===== src/rtl/reset_seq_gen.sv =====
// reset_seq_gen: multi-channel staggered reset sequencer.
// Ports: clk, reset (async, active-high), cmd/cmd_valid (debug command),
//        rst_out_n[NUM_CH] (active-low resets), busy, done.
module reset_seq_gen #(
    parameter int          NUM_CH       = 4,
    parameter int          CNT_W        = 32,
    parameter int          CMD_W        = 8,
    parameter int unsigned TRIG_CODE    = 55,
    parameter int unsigned ABORT_CODE   = 170,
    parameter int unsigned SEQ_LEN      = 500000000,
    parameter int unsigned ASSERT_START = 350000000,
    parameter int unsigned ASSERT_END   = 400000000,
    parameter int unsigned STAGGER      = 0,
    parameter bit          POR_AUTO     = 1'b1
) (
    input  logic              clk,
    input  logic              reset,
    input  logic [CMD_W-1:0]  cmd,
    input  logic              cmd_valid,
    output logic [NUM_CH-1:0] rst_out_n,
    output logic              busy,
    output logic              done
);

    typedef enum logic [1:0] {
        IDLE = 2'd0,
        RUN  = 2'd1,
        DONE = 2'd2
    } state_t;

    localparam state_t RST_STATE = POR_AUTO ? RUN : IDLE;
    localparam logic [CNT_W-1:0] LAST = CNT_W'(SEQ_LEN);
    localparam logic [CMD_W-1:0] TRIG = CMD_W'(TRIG_CODE);
    localparam logic [CMD_W-1:0] ABRT = CMD_W'(ABORT_CODE);

    if (NUM_CH < 1 || NUM_CH > 16) begin : g_bad_ch
        $error("reset_seq_gen: NUM_CH out of range");
    end
    if (64'(ASSERT_END) <= 64'(ASSERT_START) + 64'd1) begin : g_bad_win
        $error("reset_seq_gen: assert window empty");
    end
    if (64'(SEQ_LEN) >= (64'd1 << CNT_W)) begin : g_bad_len
        $error("reset_seq_gen: SEQ_LEN does not fit counter");
    end

    logic [NUM_CH-1:0] in_win;
    logic [CNT_W-1:0]  cnt;

    // Per-channel window bounds, exclusive on both ends.
    for (genvar i = 0; i < NUM_CH; i++) begin : g_win
        localparam logic [CNT_W-1:0] WS =
            CNT_W'(64'(ASSERT_START) + 64'(i) * 64'(STAGGER));
        localparam logic [CNT_W-1:0] WE =
            CNT_W'(64'(ASSERT_END) + 64'(i) * 64'(STAGGER));
        if (64'(ASSERT_END) + 64'(i) * 64'(STAGGER) > 64'(SEQ_LEN))
        begin : g_bad_end
            $error("reset_seq_gen: window end beyond SEQ_LEN");
        end
        assign in_win[i] = (cnt > WS) && (cnt < WE);
    end

    state_t            state, state_nxt;
    logic [CNT_W-1:0]  cnt_nxt;
    logic [NUM_CH-1:0] rst_nxt;
    logic              done_nxt;
    logic              trig, abort;

    assign trig  = cmd_valid && (cmd == TRIG);
    assign abort = cmd_valid && (cmd == ABRT);

    always_ff @(posedge clk or posedge reset) begin
        if (reset) begin
            state     <= RST_STATE;
            cnt       <= '0;
            rst_out_n <= '1;
            busy      <= 1'b0;
            done      <= 1'b0;
        end else begin
            state     <= state_nxt;
            cnt       <= cnt_nxt;
            rst_out_n <= rst_nxt;
            busy      <= (state_nxt == RUN);
            done      <= done_nxt;
        end
    end

    always_comb begin
        state_nxt = state;
        cnt_nxt   = cnt;
        done_nxt  = done;
        // Outputs follow the counter value held before this edge.
        rst_nxt   = ~(in_win & {NUM_CH{state == RUN}});
        unique case (state)
            RUN: begin
                if (cnt == LAST) begin
                    state_nxt = DONE;
                    done_nxt  = 1'b1;
                end else begin
                    cnt_nxt = cnt + CNT_W'(1);
                end
            end
            default: ;
        endcase
        // Commands override; cnt=0 lies outside every window.
        if (abort) begin
            state_nxt = IDLE;
            cnt_nxt   = '0;
            done_nxt  = 1'b0;
            rst_nxt   = '1;
        end else if (trig) begin
            state_nxt = RUN;
            cnt_nxt   = '0;
            done_nxt  = 1'b0;
            rst_nxt   = '1;
        end
    end

endmodule


===== config.mk =====
export PLATFORM = sky130hd
export DESIGN_NAME = reset_seq_gen
export DESIGN_NICKNAME = d
export VERILOG_FILES = /design/src/rtl/reset_seq_gen.sv
export SDC_FILE = /design/constraint.sdc
export NUM_CORES = 1
export LEC_CHECK = 0
export CELL_PAD_IN_SITES_DETAIL_PLACEMENT = 1
export CELL_PAD_IN_SITES_GLOBAL_PLACEMENT = 1
export CORE_UTILIZATION = 45
export CTS_CLUSTER_SIZE = 20
export DETAILED_ROUTE_END_ITERATION = 10
export GPL_ROUTABILITY_DRIVEN = 0
export PLACE_DENSITY_LB_ADDON = 0.15
export SLEW_MARGIN = 20
export SYNTH_ARGS = -nofsm -noshare
export SYNTH_HDL_FRONTEND = slang
export SYNTH_SLANG_ARGS = --single-unit

===== constraint.sdc =====
create_clock -name clk -period 2.6 [get_ports clk]
set_input_delay 0.52 -clock clk [delete_from_list [all_inputs] [get_ports clk]]
set_output_delay 0.52 -clock clk [all_outputs]
set_load 0.03 [all_outputs]

==> results.toml <==
[power]
total_power_uw = 2300
p_clk_share_pct = 17.0
power_density_mw_per_mm2 = 872
net-switching-power_uw = 993
p_int_uw = 1300
p_leak_uw = 0.000960
swShare_pct = 43.2
max-vdd-ir-drop_uv = 379
p_comb_share_pct = 35.7
seqPwrFrac_pct = 47.3

[drt]
wl_per_cell_um = 17.7
drt-total-wl_mm = 6.04
firstDrtPassIters = 4
drt_iter0_drc = 123
remaining_drc_errors = 0
ant_nets = 0
viasPerCell = 6.09
vias = 2076

[synthesis]
synthFlopType = "dfrtp_1"
netlist_instances = 255
syn_area_per_cell_um2 = 9.04
yosys_warnings = 0
yosysUniqueCellTypes = 53
synthesis.nets = 268
seq_area_frac_synth_pct = 40.3
ys_async_sr_fraction_pct = 100
ys_seq_elements = 37
syn_area_mm2 = 0.00231
synth_edf_count = 0

[finish]
num-nets-final = 286
area_delta_synth_final_pct = 14.2
layout_common_cells = "35 x dfrtp_1, 27 x nor2_1, 23 x nand2_1, 16 x clkdlybuf4s50_1, 15 x nand3_1"
drive_gt1_share_pct = 16.1
final_cells = 341
antennaDiodeCount = 0
final_common_cell = "dfrtp_1"

[sta]
min_period_ps = 2370
clock_skew_ps = 5.27
fmax_mhz = 422
hold_viol_final = 0
drv_slew = 0
rsz0062_at_grt = "no"
worst_pin_slew_ps = 582
max_slew_margin_pct = 60.8
setup_viol = 0
min_period_over_period_pct = 91.2

[die]
core_area_mm2 = 0.00482
rows = 25
start_util_pct = 47.9
num_io_pins = 17
fp.dieW_um = 73.6
die_area_mm2 = 0.00541
die_h_um = 73.6

[placed_design]
placed_cells = 333
hpwl_mm = 4.48
port-buffer-count = 16

[setup_path]
crit_buf_inv = 2
startpoint_type = "primary input"
crit_required_ps = 2780
cp_cell_sequence = "clkdlybuf4s50_1 > or4b_2 > mux2i_1 > and2_1 > buf_12 > or4_1 > nand2_1"
cp.arrival_ps = 2550
cp-end-kind = "register"
cp_max_fo = 33
worst-setup-path-type = "in2reg"
slowest_stage = "or4b_2"
cpLargestDelayFamily = "simple AND/OR/NAND/NOR gates"
cp_slowest_stage_delay_ps = 700

[grt]
grt_max_degree = 38
grt_first_pass_wirelength_mm = 10.4
grt_usage_pct = 25.5
antenna_found_initial = 0
overflow = 0
grt_pass1_vias = 2174

[cts]
cts_buffer_depth = 2
postCtsSetupBuffers = 0
insertion_delay_ps = 290
cts_tree = "yes"
htree_levels = 2
clkTransAtPathRegs_ps = 70
numCtsBuffers = 5
cts_root_buf = "clkbuf_8"
clock-sinks = 37
ctsResizeCount = 0
hold_buffers = 0

[flow_run]
drv_cap = 0

[hold_path]
hold_path.class = "reg2reg"

[outcome]
outcome = "complete, no violations"
## state kept, by name (all words and copies together), names as in the netlist
| signal | cells |
|---|---|
| rst_out_n | 1 |
| cnt | 32 |
| busy | 1 |
| done | 1 |
| state | 2 |
## kinds of logic after synthesis
group / after synthesis / synth area share, %
mux: 2 / 0.868
simple gates: 134 / 34.2
xor+xnor: 14 / 5.32
buf+inv: 21 / 4.99
flops: 37 / 40.3
fa+ha+maj: 2 / 1.09
compound gates: 45 / 13.2
## final timing paths
path                       startpoint  endpoint  slack (ps)  cells after the start
setup reg to reg              cnt[11]   cnt[19]         280                      4
min in group asynchronous       reset    cnt[3]         640                      3
setup / recovery               cmd[4]   cnt[27]         230                      7
max in group asynchronous       reset  state[0]        1600                      3
hold / removal                   done      done         510                      2
hold reg to reg                  done      done         510                      2
## cell type report
type | instances | area (µm²)
inverter | 7 | 26.3
multi-input combinational | 197 | 1260
timing repair buffer | 25 | 253
tap | 67 | 83.8
clock buffer | 8 | 80.1
fill | 599 | 2180
sequential | 37 | 928
## tightest hold or removal path: stages (launching register included)
cell and delay (ps):
dfrtp_1 350, a21oi_1 50, nor2_1 80
## per-layer routing
metal	vias to the layer above	routed length (µm)	global-route usage, %
met5	-	0	0
met4	0	76	8.12
met3	8	172	4.25
met2	31	2940	42.1
met1	1057	2860	34.0
li1	980	-	-
## synthesized netlist by cell type (all sizes together) (2+ instances only)
| master | count | area, µm² |
|---|---|---|
| dfstp | 2 | 52.6 |
| nand4 | 14 | 87.6 |
| o211ai | 3 | 22.5 |
| nand3b | 2 | 15.0 |
| inv | 7 | 26.3 |
| dfrtp | 35 | 876 |
| buf | 8 | 66.3 |
| and3 | 2 | 12.5 |
| nor2 | 27 | 101 |
| nand2b | 3 | 18.8 |
| nand4b | 3 | 26.3 |
| xnor2 | 3 | 26.3 |
| o31ai | 4 | 35.0 |
| or4 | 9 | 85.1 |
| xor2 | 11 | 96.3 |
| nor4 | 8 | 56.3 |
| or3 | 9 | 61.3 |
| and4b | 2 | 20.0 |
| nand2 | 23 | 86.3 |
| a21oi | 20 | 123 |
| mux2i | 2 | 20.0 |
| o21ai | 10 | 61.3 |
| ha | 2 | 25.0 |
| a22oi | 2 | 15.0 |
| nand3 | 15 | 75.1 |
| clkbuf | 6 | 22.5 |
| nor3 | 7 | 40.0 |
| or4b | 6 | 71.3 |
## power by group through the flow
stage	clock network [µW]	registers [µW]	logic [µW]
3_3_place_gp	0	1080	784
6_report	390	1090	819
2_1_floorplan	0	982	626
5_1_grt	428	1130	918
4_1_cts	402	1080	823
3_5_place_dp	0	1090	819
## metrics by stage
| stage | utilization (%) | TNS (ps) | setup WS, ps | hold slack (ps) | instance area (µm²) |
|---|---|---|---|---|---|
| finish | 54.7 | 0 | 230 | 513 | 2630 |
| global route | 54.7 | 0 | 169 | 569 | 2630 |
| CTS | 54.7 | 0 | 259 | 521 | 2630 |
| detailed placement | 53.0 | -152 | -53.8 | 500 | 2550 |
| global placement | 53.0 | 0 | 92.1 | 495 | 2550 |
| floorplan | - | 0 | 384 | 493 | 2310 |
No activity file was read; power rests on OpenSTA's default activity.
